### config.mk
export PLATFORM = sky130hd
export DESIGN_NAME = id_operand_fetch
export DESIGN_NICKNAME = d
export VERILOG_FILES = /design/src/rtl/id_operand_fetch_pkg.sv /design/src/rtl/id_operand_fetch_register_file.sv /design/src/rtl/id_operand_fetch.sv
export SDC_FILE = /design/constraint.sdc
export NUM_CORES = 1
export LEC_CHECK = 0
export CORE_ASPECT_RATIO = 1.75
export CORE_MARGIN = 1
export CORE_UTILIZATION = 55
export CTS_BUF_LIST = sky130_fd_sc_hd__clkbuf_8
export DETAILED_ROUTE_END_ITERATION = 16
export PLACE_DENSITY = 0.73
export SLEW_MARGIN = 20
export SYNTH_ARGS = -nofsm -noshare
export SYNTH_HDL_FRONTEND = slang
export SYNTH_SLANG_ARGS = --single-unit
### constraint.sdc
create_clock -name clk -period 21 [get_ports clk]
set_input_delay 5.25 -clock clk [delete_from_list [all_inputs] [get_ports clk]]
set_output_delay 5.25 -clock clk [all_outputs]
set_load 0.02 [all_outputs]
### src/rtl/id_operand_fetch_pkg.sv
// Shared constants, types and small helpers for the decode-stage operand block.
package id_operand_fetch_pkg;

  localparam int DATA_W    = 32;
  localparam int REG_CNT   = 16;
  localparam int REG_IDX_W = 4;

  // R15 is the PC: reads return PC+4 of the decoding instruction, writes are dropped.
  localparam logic [REG_IDX_W-1:0] REG_PC = 4'd15;

  // NZCV bit positions inside the 4-bit status register.
  localparam int SR_N = 3;
  localparam int SR_Z = 2;
  localparam int SR_C = 1;
  localparam int SR_V = 0;

  typedef struct packed {
    logic n;
    logic z;
    logic c;
    logic v;
  } nzcv_t;

  // True when a source operand that is actually read depends on a pending
  // destination. R15 is never a writable destination, so it never matches.
  function automatic logic dep_hit(
    input logic                 used,
    input logic                 dest_we,
    input logic [REG_IDX_W-1:0] dest,
    input logic [REG_IDX_W-1:0] src
  );
    return used & dest_we & (dest == src) & (src != REG_PC);
  endfunction

endpackage

### src/rtl/id_operand_fetch_register_file.sv
// 16-entry architectural register file with a write-through bypass on both
// read ports and PC substitution for reads of R15.
module id_operand_fetch_register_file #(
  parameter int DATA_W  = 32,
  parameter int REG_CNT = 16
) (
  input  logic              clk,
  input  logic              rst,
  input  logic [DATA_W-1:0] pc_in,
  input  logic [3:0]        rd_idx_a,
  input  logic [3:0]        rd_idx_b,
  input  logic              wr_en,
  input  logic [3:0]        wr_idx,
  input  logic [DATA_W-1:0] wr_data,
  output logic [DATA_W-1:0] rd_data_a,
  output logic [DATA_W-1:0] rd_data_b
);
  import id_operand_fetch_pkg::*;

  logic [DATA_W-1:0] mem_q [REG_CNT];
  logic [DATA_W-1:0] mem_d [REG_CNT];
  logic              wr_ok;

  // Writes to R15 are suppressed; the real PC lives in the fetch stage.
  assign wr_ok = wr_en && (wr_idx != REG_PC);

  // Next-state of the storage array: only the addressed entry changes.
  always_comb begin
    for (int i = 0; i < REG_CNT; i++) begin
      mem_d[i] = mem_q[i];
    end
    if (wr_ok) begin
      mem_d[wr_idx] = wr_data;
    end
  end

  // Storage registers; reset clears every entry and wins over a same-edge write.
  always_ff @(posedge clk or posedge rst) begin
    if (rst) begin
      for (int i = 0; i < REG_CNT; i++) begin
        mem_q[i] <= '0;
      end
    end else begin
      for (int i = 0; i < REG_CNT; i++) begin
        mem_q[i] <= mem_d[i];
      end
    end
  end

  // Port A read: PC for R15, write-back data on a same-cycle hit, else storage.
  always_comb begin
    rd_data_a = mem_q[rd_idx_a];
    if (rd_idx_a == REG_PC) begin
      rd_data_a = pc_in;
    end else if (wr_ok && (wr_idx == rd_idx_a)) begin
      rd_data_a = wr_data;
    end
  end

  // Port B read: identical function of its own index.
  always_comb begin
    rd_data_b = mem_q[rd_idx_b];
    if (rd_idx_b == REG_PC) begin
      rd_data_b = pc_in;
    end else if (wr_ok && (wr_idx == rd_idx_b)) begin
      rd_data_b = wr_data;
    end
  end

endmodule

### src/rtl/id_operand_fetch.sv
// Decode-stage operand fetch: register file reads with WB bypass, NZCV status
// register, and the read-after-write stall request for the front of the pipe.
module id_operand_fetch #(
  parameter int DATA_W  = 32,
  parameter int REG_CNT = 16
) (
  input  logic              clk,
  input  logic              rst,
  input  logic [DATA_W-1:0] pc_in,
  input  logic [3:0]        src1,
  input  logic [3:0]        src2,
  input  logic              src1_used,
  input  logic              two_src,
  input  logic              wb_en,
  input  logic [3:0]        wb_dest,
  input  logic [DATA_W-1:0] wb_value,
  input  logic              exe_wb_en,
  input  logic [3:0]        exe_dest,
  input  logic              exe_mem_r_en,
  input  logic              mem_wb_en,
  input  logic [3:0]        mem_dest,
  input  logic              forward_en,
  input  logic              sr_we,
  input  logic [3:0]        sr_in,
  output logic [DATA_W-1:0] val_rn,
  output logic [DATA_W-1:0] val_rm,
  output logic [3:0]        sr_out,
  output logic              hazard
);
  import id_operand_fetch_pkg::*;

  nzcv_t sr_q;
  nzcv_t sr_d;

  logic rn_exe_dep;
  logic rn_mem_dep;
  logic rm_exe_dep;
  logic rm_mem_dep;

  id_operand_fetch_register_file #(
    .DATA_W  (DATA_W),
    .REG_CNT (REG_CNT)
  ) u_register_file (
    .clk       (clk),
    .rst       (rst),
    .pc_in     (pc_in),
    .rd_idx_a  (src1),
    .rd_idx_b  (src2),
    .wr_en     (wb_en),
    .wr_idx    (wb_dest),
    .wr_data   (wb_value),
    .rd_data_a (val_rn),
    .rd_data_b (val_rm)
  );

  // Status register next-state: load ALU flags when EXE commits an S-bit op.
  always_comb begin
    sr_d = sr_q;
    if (sr_we) begin
      sr_d.n = sr_in[SR_N];
      sr_d.z = sr_in[SR_Z];
      sr_d.c = sr_in[SR_C];
      sr_d.v = sr_in[SR_V];
    end
  end

  // Status register flop; reset clears flags and wins over a same-edge update.
  always_ff @(posedge clk or posedge rst) begin
    if (rst) begin
      sr_q <= '0;
    end else begin
      sr_q <= sr_d;
    end
  end

  assign sr_out = sr_q;

  // Hazard detection: any pending producer without forwarding, load-use only with it.
  always_comb begin
    rn_exe_dep = dep_hit(src1_used, exe_wb_en, exe_dest, src1);
    rn_mem_dep = dep_hit(src1_used, mem_wb_en, mem_dest, src1);
    rm_exe_dep = dep_hit(two_src,   exe_wb_en, exe_dest, src2);
    rm_mem_dep = dep_hit(two_src,   mem_wb_en, mem_dest, src2);
    hazard     = 1'b0;
    if (forward_en) begin
      // EXE and MEM results are forwarded; only a load in EXE is too late.
      hazard = exe_mem_r_en & (rn_exe_dep | rm_exe_dep);
    end else begin
      hazard = rn_exe_dep | rn_mem_dep | rm_exe_dep | rm_mem_dep;
    end
  end

endmodule
[Word-level counts from Yosys, hierarchy flattened]
Index checks and enable logic that the tools add are counted.
Cells by class
  magnitude comparators: 4
  equal/unequal tests: 11
  muxes and demuxes: 14
  bitwise logic cells: 20
  reductions and logical operators: 4
Operator list (number)
  512-bit bitwise mux: 1
  32-bit 2-to-1 mux: 9
  32-bit binary-select mux with 4-bit select: 2
  32-bit demux with 4-bit select: 1
  4-bit equality test: 6
  5-bit greater-or-equal comparator (second input constant): 3
  4-bit NOT with 5-bit output: 3
  1-bit bitwise AND: 13
  4-bit inequality test (second input constant): 3
  4-bit equality test (second input constant): 2
  5-bit by 1-bit < comparator with 1-bit output (second input constant): 1
  1-bit logical AND: 4
  1-bit bitwise OR: 4
  1-bit 2-to-1 mux: 1
Storage, ports and cells
  flip-flop bits (word level): 516
  input port bits: 98
  output and inout bits: 69

[Logic depth before layout (Yosys ltp)]
  word-level depth: 7
  depth in mapped cells: 9

[Modules after synthesis]
A second synthesis with hierarchy kept.
Unflattened totals
  cell total of the unflattened synthesis: 2046
  area, all modules: 28517.4 um2
By module, submodules not included
  id_operand_fetch_register_file: instances 1, cells an instance 2007, area each 28134.5 um2, seq. area each 12812.3 um2
  id_operand_fetch: instances 1, cells an instance 39, area each 382.9 um2, seq. area each 100.1 um2

[Worst setup path before layout]
No wires, ideal clock.
  kind: in2out
  start: input port src1[1]
  end: output port hazard
  data arrival time: 6.872 ns
  data required time: 15.750 ns
  path slack: 8.878 ns
  cell stages on the path: 9
  buffers on the path: 4
  cells stage by stage: buf_2 buf_6 buf_4 buf_2 nand4_1 nand4_1 nor4_1 o21ai_0 a21oi_1
Between the ends
  longest elaborated chain between the ends: 7
  elaborated cells between the ends (all ways): 13
  those cells by class: eq/ne (3); mux (1); bitwise (9)
RTL lines
  start: declaration: RTL line id_operand_fetch.sv:10  | input logic [3:0] src1,
  4-bit equality test: RTL line id_operand_fetch_pkg.sv:32  | return used & dest_we & (dest == src) & (src != REG_PC);
  1-bit bitwise AND (2 in series): RTL line id_operand_fetch_pkg.sv:32
  1-bit bitwise OR (3 in series): RTL line id_operand_fetch.sv:89  | hazard = rn_exe_dep | rn_mem_dep | rm_exe_dep | rm_mem_dep;
  1-bit 2-to-1 mux (*): RTL line id_operand_fetch.sv:85  | if (forward_en) begin
  end: declaration: RTL line id_operand_fetch.sv:28  | output logic hazard
Every way passes the cells marked *; elsewhere a longest branch is shown, timed or not.

[Worst setup path after layout]
  start: input port src2[0]
  end: output port val_rm[2]
Between the ends
  longest elaborated chain between the ends: 6
  elaborated cells between the ends (all ways): 9
  those cells by class: eq/ne (2); mux (5); bitwise (1); reduce/logical (1)
RTL lines
  start: declaration: RTL line id_operand_fetch.sv:11  | input logic [3:0] src2,
  4-bit NOT with 5-bit output (implied by the code): RTL line id_operand_fetch_register_file.sv:62  | rd_data_b = mem_q[rd_idx_b];
  32-bit binary-select mux with 4-bit select: RTL line id_operand_fetch_register_file.sv:62
  32-bit 2-to-1 mux (implied by the code) (2 in series): RTL line id_operand_fetch_register_file.sv:62
  32-bit 2-to-1 mux: RTL line id_operand_fetch_register_file.sv:65  | end else if (wr_ok && (wr_idx == rd_idx_b)) begin
  32-bit 2-to-1 mux (*): RTL line id_operand_fetch_register_file.sv:63  | if (rd_idx_b == REG_PC) begin
  end: declaration: RTL line id_operand_fetch.sv:26  | output logic [DATA_W-1:0] val_rm,
Every way passes the cells marked *; elsewhere a longest branch is shown, timed or not. The select of a mux whose other input is x is not followed.

==> summary.txt <==
Drt
  – Drt total wl: 80900 um
  – Routed len/inst: 29.1 um
  – DRT Pass-1 Iters: 5
  – Residual DRC: 0
  – Via Count: 19200
  – Via density per instance: 6.89
  – Initial DRC Count: 1588
  – Routed Antenna Nets: 0

Setup path
  – Worst-path fanout max: 53
  – CP max stage delay: 840 ps
  – Crit path kind: input port to primary output
  – CP delay by family, top: buffers and inverters
  – Crit start category: input port
  – Bufs and invs on worst path: 4
  – Max stage delay cell, worst path: buf_4
  – Critical path, cell by cell: buf_8, buf_4, buf_4, mux4_2, nor2b_1, a211oi_1, a211oi_1, a221o_1, clkdlybuf4s50_1
  – CP required: between 15000 and 20000 ps
  – Crit path DAT: 9360 ps
  – Critical path endpoint category: primary output
  – R2R Setup Slk: between 20000 and 25000 ps

STA
  – Final hold vios: 0
  – Final setup fails: 0
  – Layout Skew: 0 ps
  – Slew Viols, Final: 0
  – Worst setup margin: between 6000 and 7000 ps
  – TNS Setup: 0 ps
  – Rel. slew slack: 0.289
  – Tmin final: roughly 15000 ps
  – RSZ-0062 raised after global routing: no
  – Worst slew pin tran: approximately 1100 ps
  – Final worst path period share: 0.696
  – Fmax: ~70 MHz

Synthesis
  – Cell variety after synth: 38
  – Avg Inst Size Synth: 14.1 um^2
  – #FFs+latches synth: between 500 and 600
  – Post-synth ARST share: 1.00
  – YS warnings: 0
  – Synth Instances: 2019
  – Syn nets: 2117
  – Primary FF master, synth: dfrtp_1
  – Number of synthesized flops with an enable pin: 0
  – Mapped cell area: 0.0285 mm^2
  – Sequential area share after synthesis: 0.452

Clocking
  – Clk buf depth: 3
  – Reg clk slew, reported paths: roughly 70 ps
  – Worst skew pair latency: 630 ps
  – CTS buffer count: 76
  – Post_cts resized: 0
  – Root Driver: clkbuf_8
  – CTS tree: built
  – Cts hold-fix bufs: 0
  – # Post-CTS Setup Buffers: 0
  – Htree depth: 3
  – CTS Sinks: between 500 and 600

Die
  – Die Area: between 0.05 and 0.06 mm^2
  – Die H: roughly 300 um
  – Row count: between 100 and 150
  – Core ar.: between 0.05 and 0.06 mm^2
  – Starting density of the core: 0.556
  – Die Width: 174 um
  – IO Pins: approximately 170

Placed design
  – Worst slack at placement: between 6000 and 7000 ps
  – Port bufs: between 150 and 200
  – Dpl hpwl: 46700 um
  – Gpl congestion: 0.817
  – Cell count after placement: 2648

GRT
  – First-pass GRT wire length: between 100000 and 150000 um
  – Initial antenna violation count: 2
  – Largest net degree at the start of global routing: 197
  – GRT Total Usage: 0.314
  – Grt ovf: 0
  – Vias in the first global route: about 20000

Power and ir drop
  – VDD IR-drop max: 0.0417 mV
  – PD cells: ~93 mW/mm^2
  – Leakage Power: 0.0129 uW

Finish
  – Nets@finish: 2153
  – Area delta synth->final: 11.5%
  – Non-Filler Instances: 2781
  – Share of cells above drive strength 1: 0.442
  – Fillcell total: between 3000 and 4000

Min path
  – Worst hold path class: flop to flop

Outcome
  – Status: completed

Job
  – Max cap viols: 0
-- report_power, final --
group	total, uW	internal [uW]	switching, uW
clock network	802	418	384
logic	768	475	294
registers	1390	1210	174
-- cell type report --
| class | instances | area (um^2) | area share |
|---|---|---|---|
| tap | 672 | 841 | 0.0264 |
| multi-input combinational | 1257 | 14600 | 0.459 |
| sequential | 516 | 12900 | 0.406 |
| clock buffer | 92 | 1270 | 0.0398 |
| antenna | 1 | 2.50 | 0.0000787 |
| clock inverter | 39 | 208 | 0.00653 |
| inverter | 1 | 11.3 | 0.000354 |
| timing repair buffer | 203 | 1970 | 0.0620 |
-- state kept, by name, summed over array words and instances (netlist names) --
signal                 count
sr_out                     4
u_register_file.mem_q    512
-- per-stage QoR --
| step | hold WS (ps) | cell area (um^2) | util | power, uW |
|---|---|---|---|---|
| 4_1_cts | 399 | 31800 | 0.619 | 2970 |
| 3_5_place_dp | 384 | 30300 | 0.590 | 2170 |
| 3_3_place_gp | 375 | 30300 | 0.590 | 2130 |
| 6_report | 397 | 31800 | 0.620 | 2960 |
| 5_1_grt | 406 | 31800 | 0.620 | 3090 |
| 2_1_floorplan | 440 | 28500 | - | 1930 |
-- final timing paths --
kind                                                  from                    endpoint  depth (start not counted)
worst max-delay path                               src2[0]                   val_rm[2]                          9
worst min-delay path              u_register_file.mem_q[6]    u_register_file.mem_q[6]                          0
worst min register to register    u_register_file.mem_q[6]    u_register_file.mem_q[6]                          0
min in group asynchronous                              rst  u_register_file.mem_q[139]                          2
worst max register to register  u_register_file.mem_q[444]  u_register_file.mem_q[444]                          1
max in group asynchronous                              rst  u_register_file.mem_q[468]                          4
-- placed cells by master (no fill, tap or decap), types with 37 or more instances in the layout --
master           instances
a211oi_1               100
o22ai_1                 56
clkdlybuf4s50_1        158
dfrtp_1                516
clkbuf_8                92
nor2b_1                 63
mux2_2                 536
nand2_1                 37
mux4_2                 226
nor3_1                  53
buf_4                   37
-- kinds of logic (layout without fill, tap and decap cells) --
kind of cell / Yosys count / in the layout / synth area share
muxes: 803 / 803 / 0.405
DFF: 516 / 516 / 0.452
buffers and inverters: 246 / 335 / 0.0405
AOI/OAI and AO/OA: 237 / 237 / 0.0593
and+or+nand+nor: 193 / 193 / 0.0356
xor gates and xnor gates: 24 / 24 / 0.00737
other: 0 / 1 / 0
-- routing by layer --
layer / GRT usage / vias to the layer above / routed length (um)
met5: 0 / - / 13
met2: 0.534 / 840 / 41300
met1: 0.393 / 10200 / 31200
met4: 0.148 / 2 / 3370
li1: - / 7856 / -
met3: 0.0520 / 217 / 5010
-- cell usage after synthesis (2+ instances only) --
library cell    n  share of area
xor2_1          6         0.0018
a221o_1        32          0.011
o21ai_0         9         0.0016
o21ai_1         9         0.0016
nor2_1         12         0.0016
buf_4           7         0.0018
a211oi_2        2        0.00088
mux2_2        536           0.21
nand2b_1        9         0.0020
dfrtp_1       516           0.45
mux2i_1        32          0.011
nand3b_1        2        0.00053
nand4_1         7         0.0015
buf_1          13         0.0017
buf_6          10         0.0039
buf_2          83          0.015
mux4_2        226           0.18
xnor2_1        18         0.0055
mux2_1          9         0.0036
clkbuf_1      130          0.017
o22ai_1        56          0.012
a21oi_1        26         0.0046
nor4_1          2        0.00044
nor2b_1        63          0.014
nor3_1         54         0.0095
a211oi_1      100          0.026
nand2_1        39         0.0051
Power figures use the tool's default switching activity.
